$ cat src/rtl/coax_pkg.sv
// Shared definitions for the coax receive packer: record tags, FSM states,
// the record layout and helpers that split a record into its two bytes.
package coax_pkg;

    localparam int         COUNT_W   = 10;
    localparam logic [9:0] COUNT_MAX = 10'd1023;

    localparam logic [1:0] TAG_DATA  = 2'b00;
    localparam logic [1:0] TAG_ERROR = 2'b01;
    localparam logic [1:0] TAG_EOF   = 2'b10;

    typedef enum logic [1:0] {
        ST_IDLE       = 2'd0,
        ST_BYTE0      = 2'd1,
        ST_BYTE1      = 2'd2,
        ST_ERROR_HOLD = 2'd3
    } state_t;

    typedef struct packed {
        logic [1:0]         tag;
        logic [COUNT_W-1:0] payload;
    } record_t;

    // First byte on the wire: tag in the top bits, payload MSBs at the bottom.
    function automatic logic [7:0] record_byte0(record_t r);
        return {r.tag, 4'b0000, r.payload[9:8]};
    endfunction

    // Second byte on the wire: payload LSBs.
    function automatic logic [7:0] record_byte1(record_t r);
        return r.payload[7:0];
    endfunction

endpackage

$ cat src/rtl/coax_rx_packer_if.sv
// Bundles the FIFO-side read interface and the byte-wide output stream.
// master = the packer, slave = the FIFO/host environment around it.
interface coax_rx_packer_if;
    import coax_pkg::*;

    logic                rx_active;
    logic                rx_error;
    logic [COUNT_W-1:0]  rx_data;
    logic                rx_empty;
    logic                rx_read_strobe;
    logic [7:0]          out_data;
    logic                out_valid;
    logic                out_ready;
    logic                out_last;

    modport master (
        input  rx_active, rx_error, rx_data, rx_empty, out_ready,
        output rx_read_strobe, out_data, out_valid, out_last
    );

    modport slave (
        output rx_active, rx_error, rx_data, rx_empty, out_ready,
        input  rx_read_strobe, out_data, out_valid, out_last
    );
endinterface

$ cat src/rtl/coax_eof_detector.sv
// Decides when an end-of-frame record is owed: detects the falling edge of
// rx_active, holds eof_pending, and times how long the receiver has been
// quiet with an empty buffer before the EOF may go out.
module coax_eof_detector
    import coax_pkg::*;
#(
    parameter int EMIT_EOF    = 1,
    parameter int FLUSH_DELAY = 4
) (
    input  logic clk,
    input  logic reset,
    input  logic rx_active_i,
    input  logic rx_empty_i,
    input  logic has_data_i,
    input  logic clear_i,
    output logic eof_pending_o,
    output logic flush_expired_o
);

    localparam logic [7:0] FLUSH_LIMIT = 8'(FLUSH_DELAY);

    logic       active_prev_q;
    logic       pending_q, pending_d;
    logic [7:0] timer_q, timer_d;
    logic       active_fall;
    logic       quiet;

    assign active_fall = active_prev_q && !rx_active_i;
    assign quiet       = !rx_active_i && rx_empty_i;

    // A frame end only owes an EOF if something was received in that frame.
    always_comb begin
        pending_d = pending_q;
        if (clear_i) begin
            pending_d = 1'b0;
        end else if ((EMIT_EOF != 0) && active_fall && (has_data_i || !rx_empty_i)) begin
            pending_d = 1'b1;
        end
    end

    // Flush timer restarts whenever the receiver wakes up or the buffer refills.
    always_comb begin
        timer_d = '0;
        if (pending_q && !clear_i && quiet) begin
            timer_d = (timer_q == FLUSH_LIMIT) ? timer_q : timer_q + 8'd1;
        end
    end

    // Edge-detect register, pending flag and timer.
    always_ff @(posedge clk or posedge reset) begin
        if (reset) begin
            active_prev_q <= 1'b0;
            pending_q     <= 1'b0;
            timer_q       <= '0;
        end else begin
            active_prev_q <= rx_active_i;
            pending_q     <= pending_d;
            timer_q       <= timer_d;
        end
    end

    assign eof_pending_o   = pending_q;
    assign flush_expired_o = pending_q && (timer_q == FLUSH_LIMIT);

endmodule

$ cat src/rtl/coax_rx_packer.sv
// Drains 10-bit words from the receiver FIFO and serialises each into a
// two-byte record (DATA, ERROR or EOF) on a valid/ready byte stream.
// Optional macro COAX_RX_PACKER_COUNT_EN: when defined, EOF records carry the
// saturating count of DATA records since the last EOF/error/reset; otherwise
// the counter is not built and the EOF payload is zero.
module coax_rx_packer
    import coax_pkg::*;
#(
    parameter int EMIT_EOF    = 1,
    parameter int FLUSH_DELAY = 4
) (
    input  logic                    clk,
    input  logic                    reset,
    coax_rx_packer_if.master        bus
);

    state_t             state_q, state_d;
    record_t            rec_q, rec_d;
    logic [7:0]         out_data_q, out_data_d;
    logic               out_valid_q, out_valid_d;
    logic               out_last_q, out_last_d;
    logic               has_data_q, has_data_d;
    logic               pop;
    logic               eof_clear;
    logic               count_clear;
    logic               eof_pending;
    logic               flush_expired;
    logic               handshake;
    logic [COUNT_W-1:0] eof_payload;

    assign handshake = out_valid_q && bus.out_ready;

    coax_eof_detector #(
        .EMIT_EOF    (EMIT_EOF),
        .FLUSH_DELAY (FLUSH_DELAY)
    ) u_eof_detector (
        .clk             (clk),
        .reset           (reset),
        .rx_active_i     (bus.rx_active),
        .rx_empty_i      (bus.rx_empty),
        .has_data_i      (has_data_q),
        .clear_i         (eof_clear),
        .eof_pending_o   (eof_pending),
        .flush_expired_o (flush_expired)
    );

`ifdef COAX_RX_PACKER_COUNT_EN
    logic [COUNT_W-1:0] count_q, count_d;

    // Saturating DATA-record count reported in the next EOF.
    always_comb begin
        count_d = count_q;
        if (count_clear) begin
            count_d = '0;
        end else if (pop && (count_q != COUNT_MAX)) begin
            count_d = count_q + 10'd1;
        end
    end

    // Count register.
    always_ff @(posedge clk or posedge reset) begin
        if (reset) begin
            count_q <= '0;
        end else begin
            count_q <= count_d;
        end
    end

    assign eof_payload = count_q;
`else
    assign eof_payload = '0;
`endif

    // Tracks whether any word was popped since the last EOF/error, so the
    // EOF decision works even when the counter is not built.
    always_comb begin
        has_data_d = has_data_q;
        if (count_clear) begin
            has_data_d = 1'b0;
        end else if (pop) begin
            has_data_d = 1'b1;
        end
    end

    // Packer FSM: record selection in IDLE, then two output bytes.
    always_comb begin
        state_d     = state_q;
        rec_d       = rec_q;
        out_data_d  = out_data_q;
        out_valid_d = out_valid_q;
        out_last_d  = out_last_q;
        pop         = 1'b0;
        eof_clear   = 1'b0;
        count_clear = 1'b0;

        case (state_q)
            ST_IDLE: begin
                if (bus.rx_error) begin
                    rec_d       = '{tag: TAG_ERROR, payload: bus.rx_data};
                    eof_clear   = 1'b1;
                    count_clear = 1'b1;
                    state_d     = ST_BYTE0;
                end else if (!bus.rx_empty) begin
                    rec_d   = '{tag: TAG_DATA, payload: bus.rx_data};
                    pop     = 1'b1;
                    state_d = ST_BYTE0;
                end else if (eof_pending && flush_expired) begin
                    rec_d       = '{tag: TAG_EOF, payload: eof_payload};
                    eof_clear   = 1'b1;
                    count_clear = 1'b1;
                    state_d     = ST_BYTE0;
                end
                if (state_d == ST_BYTE0) begin
                    out_valid_d = 1'b1;
                    out_data_d  = record_byte0(rec_d);
                    out_last_d  = 1'b0;
                end
            end
            ST_BYTE0: begin
                if (handshake) begin
                    state_d    = ST_BYTE1;
                    out_data_d = record_byte1(rec_q);
                    out_last_d = (rec_q.tag != TAG_DATA);
                end
            end
            ST_BYTE1: begin
                if (handshake) begin
                    out_valid_d = 1'b0;
                    out_data_d  = '0;
                    out_last_d  = 1'b0;
                    state_d     = (rec_q.tag == TAG_ERROR) ? ST_ERROR_HOLD : ST_IDLE;
                end
            end
            ST_ERROR_HOLD: begin
                if (!bus.rx_error) begin
                    count_clear = 1'b1;
                    state_d     = ST_IDLE;
                end
            end
            default: begin
                state_d     = ST_IDLE;
                out_valid_d = 1'b0;
                out_data_d  = '0;
                out_last_d  = 1'b0;
            end
        endcase
    end

    // State, latched record and registered output stream.
    always_ff @(posedge clk or posedge reset) begin
        if (reset) begin
            state_q     <= ST_IDLE;
            rec_q       <= '0;
            out_data_q  <= '0;
            out_valid_q <= 1'b0;
            out_last_q  <= 1'b0;
            has_data_q  <= 1'b0;
        end else begin
            state_q     <= state_d;
            rec_q       <= rec_d;
            out_data_q  <= out_data_d;
            out_valid_q <= out_valid_d;
            out_last_q  <= out_last_d;
            has_data_q  <= has_data_d;
        end
    end

    assign bus.rx_read_strobe = pop && !reset;
    assign bus.out_data       = out_data_q;
    assign bus.out_valid      = out_valid_q;
    assign bus.out_last       = out_last_q;

endmodule

$ cat src/flat_wrapper.sv
// flat-port wrapper written by rule: the top's interface ports become plain ports
module coax_rx_packer_flat import coax_pkg::*;
#(
    parameter int EMIT_EOF    = 1,
    parameter int FLUSH_DELAY = 4
)
  (clk, reset, bus_rx_active, bus_rx_error, bus_rx_data, bus_rx_empty, bus_out_ready, bus_rx_read_strobe, bus_out_data, bus_out_valid, bus_out_last);
  coax_rx_packer_if bus_i ();
  input  logic clk;
  input  logic reset;
  input wire logic [$bits(bus_i.rx_active)-1:0] bus_rx_active;
  input wire logic [$bits(bus_i.rx_error)-1:0] bus_rx_error;
  input wire logic [$bits(bus_i.rx_data)-1:0] bus_rx_data;
  input wire logic [$bits(bus_i.rx_empty)-1:0] bus_rx_empty;
  input wire logic [$bits(bus_i.out_ready)-1:0] bus_out_ready;
  output wire logic [$bits(bus_i.rx_read_strobe)-1:0] bus_rx_read_strobe;
  output wire logic [$bits(bus_i.out_data)-1:0] bus_out_data;
  output wire logic [$bits(bus_i.out_valid)-1:0] bus_out_valid;
  output wire logic [$bits(bus_i.out_last)-1:0] bus_out_last;
  assign bus_i.rx_active = bus_rx_active;
  assign bus_i.rx_error = bus_rx_error;
  assign bus_i.rx_data = bus_rx_data;
  assign bus_i.rx_empty = bus_rx_empty;
  assign bus_i.out_ready = bus_out_ready;
  assign bus_rx_read_strobe = bus_i.rx_read_strobe;
  assign bus_out_data = bus_i.out_data;
  assign bus_out_valid = bus_i.out_valid;
  assign bus_out_last = bus_i.out_last;
  coax_rx_packer #(.EMIT_EOF(EMIT_EOF), .FLUSH_DELAY(FLUSH_DELAY)) u_core (.clk(clk), .reset(reset), .bus(bus_i));
endmodule
$ cat config.mk
export PLATFORM = sky130hd
export DESIGN_NAME = coax_rx_packer_flat
export DESIGN_NICKNAME = d
export VERILOG_FILES = /design/src/rtl/coax_pkg.sv /design/src/rtl/coax_rx_packer_if.sv /design/src/rtl/coax_eof_detector.sv /design/src/rtl/coax_rx_packer.sv /design/src/flat_wrapper.sv
export SDC_FILE = /design/constraint.sdc
export NUM_CORES = 1
export LEC_CHECK = 0
export BUFFER_PORTS_ARGS = -buffer_cell sky130_fd_sc_hd__buf_4
export CORE_ASPECT_RATIO = 0.8
export CORE_MARGIN = 5
export CORE_UTILIZATION = 35
export CTS_CLUSTER_DIAMETER = 30
export CTS_CLUSTER_SIZE = 40
export DETAILED_ROUTE_END_ITERATION = 12
export PLACE_DENSITY = 0.64
export SYNTH_ARGS = -nofsm -noshare
export SYNTH_HDL_FRONTEND = slang
export SYNTH_SLANG_ARGS = --single-unit
$ cat constraint.sdc
create_clock -name clk -period 2.35 [get_ports clk]
set_clock_uncertainty 0.15 [all_clocks]
set_input_delay 0.47 -clock clk [delete_from_list [all_inputs] [get_ports clk]]
set_output_delay 0.47 -clock clk [all_outputs]
set_load 0.03 [all_outputs]
==> impl_metrics.toml, run 1 <==
[clock_tree]
hold_buffers = 0
cts_tree = "done"
clockBufferDepth = 2
h-tree-depth = 2
clkSlewWorstSetupHoldPaths_ps = 70
cts_buffers = 5
cts_sinks = 35
worstSkewPairLatency_ps = 290
cts-root-buf = "clkbuf_8"

[detailed_routing]
drt_iter0_drc = 72
vias = 1344
remaining_drc_errors = 0
wl_met2_um = 1760
wl_per_cell_um = 14.9
maxUsedRoutingLayer = "met4"
final_antenna_net_count = 0
met1_length_um = 1900
routed_wl_um = 3970
met3_length_um = 243
viasPerCell = 5.05
drt-pass1-iter-count = 4

[sta]
worst_slew_pin_slew_ps = 749
setup_viol = 0
finalCritPeriodShare = 0.961
maxSlewViolCount = 0
hold_viol = 0
fmax_ghz = 0.443
setup-tns-final_ps = 0
holdWs_ps = 136
period_minus_slack_ps = 2260
rsz0062_at_grt = "false"
slew_headroom = 0.499

[status]
status = "finished, final reports clean"

[finish]
diodes = 0
regArea_um2 = 876
n_fill_cell = 491
final_nets = 226
drive_above_1_share = 0.250
multi_input_area_um2 = 836
syn2layout_area_growth_pct = 24.2

[power]
switching_share = 0.365
p_seq_frac = 0.330
leakage_nw = 1.07
p_comb_frac = 0.437
p_int_mw = 1.78
ir_drop_uv = 718
finalPower_mw = 2.80
p_clk_frac = 0.233
p_per_area_nw_per_um2 = 1250
power_switching_mw = 1.02

[logic_synthesis]
yosys_warnings = 0
yosys.area_share.simple = 0.151
ys_ff_latch = 35
synth_top_family_by_area = "compound AO/OA/AOI/OAI gates"
synth_edf_count = 0
avgSynthCellArea_um2 = 10.5
yosysMostFrequentCell = "dfrtp_1"
synth_top_area_cell = "dfrtp_1"
syn_inst = 171
synth_area_um2 = 1800
synth_xor_area_frac = 0.0244
synth-compound-area-share = 0.173
synth_mux_area_frac = 0.0585
async_flop_share = 1.00
ys.flop_type = "dfrtp_1"
yosysSeqAreaShare = 0.488
synthTopCellsByCount = "35 x dfrtp_1, 20 x nor2_1, 16 x inv_1"
synthAdderAreaFrac = 0.0488
ys_types = 43
netlist.area_leader.share = 0.488
syn_nets = 194
synth_area_leaders = "dfrtp_1 49%, mux2i_1 5.0%, a22o_1 4.9%, ha_1 4.9%, nor2_1 4.2%"

[floorplanning]
io_pins = 27
die_w_um = 90.1
rows = 23
initial_core_util = 0.361
core_um2 = 4980
die-area_um2 = 6670
die_h_um = 74.1

[place]
place.gp.congestion = 0.818
io_buffers = 26
hpwl_um = 2810

[global_routing]
grt_usage = 0.131
grt_pass1_wl_um = 6960
grt_pass1_vias = 1407
grt_antenna_before_repair = 0
grt-ovfl-total = 0
grt_max_degree = 36

[critical_path]
worst-r2r-cell-count = 7
r2r-start = "u_core.state_q[0]"
rr_endpoint = "u_core.bus.out_data[3]"
cp-start-kind = "flip-flop"
cp-end-kind = "output pin"
reg2reg_slack_ps = 220
worstSetupPathType = "flip-flop to output pin"
crit_required_ps = 1730
cp_data_arrival_time_ps = 1640
crit_fanout = 7

[flow_run]
maxCapViolations = 0

[worst_hold_path]
min_path_type = "input port to asynchronous set/reset pin"
==> through the flow <==
step           instances  cell area, µm²   util  setup slack, ps
2_1_floorplan        171            1800      -              125
3_3_place_gp         257            2080  0.417              264
3_5_place_dp         257            2080  0.417              184
4_1_cts              265            2210  0.444             82.2
5_1_grt              266            2230  0.448             5.95
6_report             266            2230  0.448             92.2
==> final cells by class <==
class	instances	area share
Tap cell	62	0.0348
Sequential cell	35	0.393
Timing Repair Buffer	33	0.111
Clock inverter	2	0.0269
Inverter	16	0.0269
Clock buffer	6	0.0325
Multi-Input combinational cell	112	0.375
==> flip-flops by register name, indices dropped and copies added, names as in the netlist <==
name	cells
u_core.rec_q	12
u_core.bus.out_data	8
u_core.u_eof_detector.timer_q	8
u_core.state_q	2
u_core.bus.out_last	1
u_core.bus.out_valid	1
u_core.has_data_q	1
u_core.u_eof_detector.active_prev_q	1
u_core.u_eof_detector.eof_pending_o	1
==> how the worst max path moves through the flow <==
stage          cells past startpoint                        startpoint                endpoint
6_report                           5                 u_core.state_q[1]      bus_rx_read_strobe
5_1_grt                            5                 u_core.state_q[1]      bus_rx_read_strobe
4_1_cts                            5                 u_core.state_q[1]      bus_rx_read_strobe
3_5_place_dp                       7  u_core.u_eof_detector.timer_q[0]  u_core.bus.out_data[3]
3_3_place_gp                       7  u_core.u_eof_detector.timer_q[0]     u_core.bus.out_last
2_1_floorplan                      5                 u_core.state_q[1]      bus_rx_read_strobe
==> worst max-delay path, cell delays in order (launching register included) <==
cell	delay, ps
dfrtp_1	430
inv_1	140
ha_1	180
inv_1	120
nor4_2	280
buf_4	200
==> repair_timing <==
| item | in CTS | in global routing |
|---|---|---|
| resized for setup | 0 | 1 |
| setup endpoints to repair | 0 | 5 |
| setup buffers | 0 | 1 |
==> placed cells by master, fill, tap and decap left out, types with 2 or more instances in the layout <==
cell type,Yosys,routed
o21ai_0,3,3
and3_1,4,4
bufinv_16,0,2
a31o_2,2,2
clkbuf_8,0,5
nand4_1,2,2
a41oi_1,2,2
mux2i_1,9,9
a21oi_1,6,6
ha_1,7,7
buf_4,0,33
xor2_1,2,2
nand2b_1,2,2
xnor2_1,3,3
a31oi_1,3,3
nand3_1,6,6
nand2_1,10,10
nor2_1,20,20
inv_1,16,16
a22o_1,10,10
dfrtp_1,35,35
==> logic make-up after synthesis <==
kind of cell	after synthesis
compound gates	39
simple gates	51
mux	10
flops	35
buf+inv	24
fa+ha+maj	7
xor+xnor	5
==> layer usage <==
metal,vias to the layer above,GRT usage
met2,34,0.198
met1,634,0.170
met5,-,0
li1,670,-
met4,0,0.0579
met3,6,0.0506
==> power groups by stage <==
| stage | clock, mW | combinational (mW) | sequential [mW] |
|---|---|---|---|
| after global placement | 0 | 1.18 | 0.930 |
| final | 0.651 | 1.22 | 0.924 |
| after global routing | 0.694 | 1.35 | 0.949 |
| after floorplan | 0 | 0.775 | 1.01 |
| after detailed placement | 0 | 1.20 | 0.934 |
| after CTS | 0.667 | 1.21 | 0.923 |
No activity file was read; power rests on OpenSTA's default activity.
==> inputs of run 2 (changes only) <==
Settings changed: CORE_UTILIZATION 35 to 44, PLACE_DENSITY 0.64 to 0.75.
Clock period 2.35 ns to 2.61 ns, I/O delays scaled along.
==> impl_metrics.toml, run 2 (synthesis results as in run 1) <==
[status]
status = "finished, final reports clean"

[detailed_routing]
drt_iter0_drc = 85
vias = 1346
viasPerCell = 5.22
final_antenna_net_count = 0
remaining_drc_errors = 0
routed_wl_um = 3650
wl_per_cell_um = 14.1
drt-pass1-iter-count = 4

[critical_path]
cp_num_buf_inv = 3
r2r-start = "u_core.u_eof_detector.timer_q[0]"
cp_data_arrival_time_ps = 1640
path_cells = "inv_1 > ha_1 > inv_1 > nor4_1 > buf_4"
worstSetupPathType = "flip-flop to output pin"
crit_path_top_delay_cell = "dfrtp_1"
cp-end-kind = "output pin"
crit_required_ps = 1940
cpPeakStageDelay_ps = 430
path_common_cell = "inv_1"
startpoint = "u_core.state_q[1]"
critical-path-top-delay-family = "buffers and inverters"
cp-start-kind = "flip-flop"
crit_fanout = 7

[floorplanning]
core_um2 = 3880
die_w_um = 81.4
die-area_um2 = 5470
die_h_um = 67.1
rows = 20
io_pins = 27
initial_core_util = 0.463

[power]
power_switching_uw = 894
p_seq_frac = 0.360
leakage_nw = 1.04
p_int_mw = 1.42
finalPower_mw = 2.32
p_per_area_nw_per_um2 = 1070
p_comb_frac = 0.466
p_clk_frac = 0.174
switching_share = 0.386
ir_drop_uv = 598

[finish]
most-common-layout-cells = "35 x dfrtp_1, 32 x buf_4, 20 x nor2_1, 16 x inv_1"
final_nets = 225
layout.cells.non_filler = 258
final_common_cell = "dfrtp_1"
final_util = 0.556
top_register = "u_core.rec_q"
multi_input_area_um2 = 818
regArea_um2 = 876
diodes = 0
drive_above_1_share = 0.241
n_fill_cell = 345
syn2layout_area_growth_pct = 20.2
largest_register_ffs = 12
postLayoutCellArea_um2 = 2160

[global_routing]
grt_max_degree = 36
grt_usage = 0.156
grt_pass1_wl_um = 6400
grt_antenna_before_repair = 0
grt_pass1_vias = 1357
grt-ovfl-total = 0

[place]
hpwl_um = 2650
pre_cts_slack_ps = 424
dp.cells = 250
placed_area_um2 = 2060
place.gp.congestion = 0.858
io_buffers = 26

[clock_tree]
clkSlewWorstSetupHoldPaths_ps = 60
hold_buffers = 0
worstSkewPairLatency_ps = 280
cts_tree = "done"
h-tree-depth = 2
cts_resized = 0
cts-root-buf = "clkbuf_8"
post_cts_buffers = 0
clockBufferDepth = 2
cts_sinks = 35
cts_buffers = 5

[sta]
setup-tns-final_ps = 0
setup_viol = 0
fmax_ghz = 0.432
maxSlewViolCount = 0
slew_headroom = 0.658
worst_slew_pin_slew_ps = 511
rsz0062_at_grt = "false"
period_minus_slack_ps = 2310
finalCritPeriodShare = 0.886
holdWs_ps = 192
hold_viol = 0
setup_slack_ps = 297

[flow_run]
maxCapViolations = 0

[worst_hold_path]
min_path_type = "input port to asynchronous set/reset pin"
-- run 2: power groups by stage --
stage | logic (mW) | clock network [mW] | registers, mW
6_report | 1.08 | 0.403 | 0.835
5_1_grt | 1.18 | 0.435 | 0.859
4_1_cts | 1.08 | 0.412 | 0.834
3_5_place_dp | 1.07 | 0 | 0.842
3_3_place_gp | 1.05 | 0 | 0.838
2_1_floorplan | 0.695 | 0 | 0.911
-- run 2: worst paths after layout --
path	endpoint	slack [ps]	cells after the start
worst max-delay path	bus_rx_read_strobe	300	5
worst min-delay path	u_core.u_eof_detector.timer_q[4]	190	3
worst max register to register	u_core.bus.out_data[0]	370	7
worst min register to register	u_core.rec_q[9]	360	1
max in group asynchronous	u_core.state_q[1]	1800	3
min in group clk	u_core.u_eof_detector.active_prev_q	200	1
-- run 2: final cells by class --
type / instances / share of cell area
clock buffer: 7 / 0.0400
clock inverter: 1 / 0.00406
inverter: 16 / 0.0278
multi-input combinational: 112 / 0.379
sequential: 35 / 0.406
tap: 55 / 0.0319
timing repair buffer: 32 / 0.111
-- run 2: worst register-to-register path, stage by stage, from the launching register on --
cell and delay (ps):
dfrtp_1 420, inv_1 70, ha_1 140, nor4b_4 330, nand4_4 220, a311oi_2 420
buf_4 240, mux2i_1 180
-- run 2: layer usage --
layer / wire (µm) / track usage / up-vias
met5: 0 / 0 / -
met4: 44 / 0.0570 / 0
met3: 137 / 0.0333 / 5
met2: 1670 / 0.244 / 23
met1: 1800 / 0.212 / 647
li1: - / - / 671
==> inputs of run 3 (changes only) <==
Settings changed: ABC_AREA set to 1, SETUP_SLACK_MARGIN set to 0.1.
==> impl_metrics.toml, run 3 <==
[status]
status = "finished, final reports clean"

[finish]
diodes = 0
most-common-layout-cells = "55 x nand2_1, 35 x dfrtp_1, 28 x buf_4, 20 x nand3_1, 19 x inv_1"
drive_above_1_share = 0.229
top_register = "u_core.rec_q"
n_fill_cell = 397
final_nets = 271
final_common_cell = "nand2_1"
largest_register_ffs = 12
postLayoutCellArea_um2 = 2240
final_util = 0.544
syn2layout_area_growth_pct = 20.7

[global_routing]
grt_max_degree = 21
grt_pass1_vias = 1452
grt_antenna_before_repair = 0
grt_use_met3 = 0.0447
top_usage_layer = "met2"
grt-ovfl-total = 0
gr-usage-met1 = 0.210
grt_usage = 0.153
grt_pass1_wl_um = 6470
use_met2 = 0.233

[logic_synthesis]
yosysMostFrequentCell = "nand2_1"
synth_area_leaders = "dfrtp_1 47%, nand2_1 11%, nand3_1 5.4%, o21ai_0 4.8%, ha_1 4.7%"
avgSynthCellArea_um2 = 8.53
synthTopCellsByCount = "55 x nand2_1, 35 x dfrtp_1, 20 x nand3_1"
synth_area_um2 = 1860
synth_edf_count = 0
yosys_warnings = 0
ys_types = 31
syn_inst = 218
ys_ff_latch = 35
synth_top_area_cell = "dfrtp_1"
netlist.area_leader.share = 0.471
yosysSeqAreaShare = 0.471
syn_nets = 241
ys.flop_type = "dfrtp_1"
async_flop_share = 1.00

[clock_tree]
clockBufferDepth = 2
h-tree-depth = 2
cts_tree = "done"
hold_buffers = 0
cts-root-buf = "clkbuf_8"
worstSkewPairLatency_ps = 290
cts_sinks = 35
clkSlewWorstSetupHoldPaths_ps = 70
post_cts_buffers = 0
cts_resized = 0
cts_buffers = 5

[floorplanning]
core_um2 = 4130
rows = 21
die-area_um2 = 5630
io_pins = 27
die_w_um = 82.7
initial_core_util = 0.451
die_h_um = 68.1

[sta]
slew_headroom = 0.576
hold_viol = 0
rsz0062_at_grt = "false"
finalCritPeriodShare = 0.833
setup_slack_ps = 435
period_minus_slack_ps = 2170
setup-tns-final_ps = 0
fmax_ghz = 0.460
setup_viol = 0
worst_slew_pin_slew_ps = 635
maxSlewViolCount = 0

[worst_hold_path]
min_path_type = "input port to asynchronous set/reset pin"

[detailed_routing]
remaining_drc_errors = 0
vias = 1501
viasPerCell = 4.91
wl_per_cell_um = 12.2
drt-pass1-iter-count = 4
routed_wl_um = 3750
final_antenna_net_count = 0
drt_iter0_drc = 101

[power]
p_seq_frac = 0.348
p_comb_frac = 0.449
p_int_mw = 1.43
power_switching_mw = 1.05
switching_share = 0.425
p_per_area_nw_per_um2 = 1110
leakage_nw = 1.13
p_clk_frac = 0.203
ir_drop_uv = 397

[critical_path]
crit_fanout = 5
crit_required_ps = 1940
cp-start-kind = "flip-flop"
worstSetupPathType = "flip-flop to output pin"
cp_data_arrival_time_ps = 1500
cp-end-kind = "output pin"

[place]
pre_cts_slack_ps = 688
placed_area_um2 = 2130
io_buffers = 26
hpwl_um = 2840
place.gp.congestion = 0.800

[flow_run]
maxCapViolations = 0
-- run 3: cells by family (layout without fill, tap and decap cells) --
group                      after synthesis  in the layout  share of synthesized area
xor gates and xnor gates                 6              6                     0.0283
AOI/OAI and AO/OA                       36             36                      0.124
and+or+nand+nor                        107            107                      0.263
adders and majority gates                7              7                     0.0471
DFF                                     35             35                      0.471
buffers and inverters                   27             58                     0.0660
-- run 3: worst paths after layout --
kind | startpoint | to | slack, ps | cells after the start
worst min-delay path | reset | u_core.u_eof_detector.timer_q[4] | 180 | 2
worst min register to register | u_core.bus.out_data[3] | u_core.bus.out_data[3] | 340 | 2
max in group asynchronous | reset | u_core.bus.out_data[5] | 1610 | 3
worst max register to register | u_core.state_q[1] | u_core.bus.out_data[6] | 650 | 8
worst max-delay path | u_core.state_q[0] | bus_rx_read_strobe | 440 | 5
min in group clk | bus_rx_active | u_core.u_eof_detector.active_prev_q | 200 | 1
-- run 3: critical path, stage by stage, from the launching register on --
cell and delay (ps):
dfrtp_1 430, inv_1 120, ha_1 180, inv_1 60, nor4_2 220, buf_4 200
-- run 3: cell type report --
class,count,area (µm²),share of cell area
Timing Repair Buffer,29,230,0.103
Sequential cell,35,876,0.390
Tap cell,57,71.3,0.0318
Inverter,21,81.3,0.0363
Clock inverter,2,35.0,0.0156
Multi-Input combinational cell,156,867,0.387
Clock buffer,6,82.6,0.0368
-- run 3: layer usage --
layer | up-vias | part of all wire
met3 | 3 | 0.065
met1 | 696 | 0.50
met5 | - | 0
met2 | 39 | 0.43
met4 | 0 | 0.0080
li1 | 763 | -
-- run 3: per-stage QoR --
stage,instances,hold WS (ps),total power [mW]
after floorplan,218,317,1.71
after global placement,298,319,1.96
after detailed placement,298,321,1.99
after CTS,306,191,2.50
after global routing,306,196,2.67
final,306,180,2.48
-- run 3: power by group through the flow --
| stage | Combinational [mW] | Sequential, mW | Clock [mW] |
|---|---|---|---|
| floorplan | 0.731 | 0.980 | 0 |
| global placement | 1.10 | 0.867 | 0 |
| CTS | 1.12 | 0.864 | 0.517 |
| detailed placement | 1.11 | 0.875 | 0 |
| global route | 1.25 | 0.886 | 0.541 |
| finish | 1.11 | 0.863 | 0.505 |
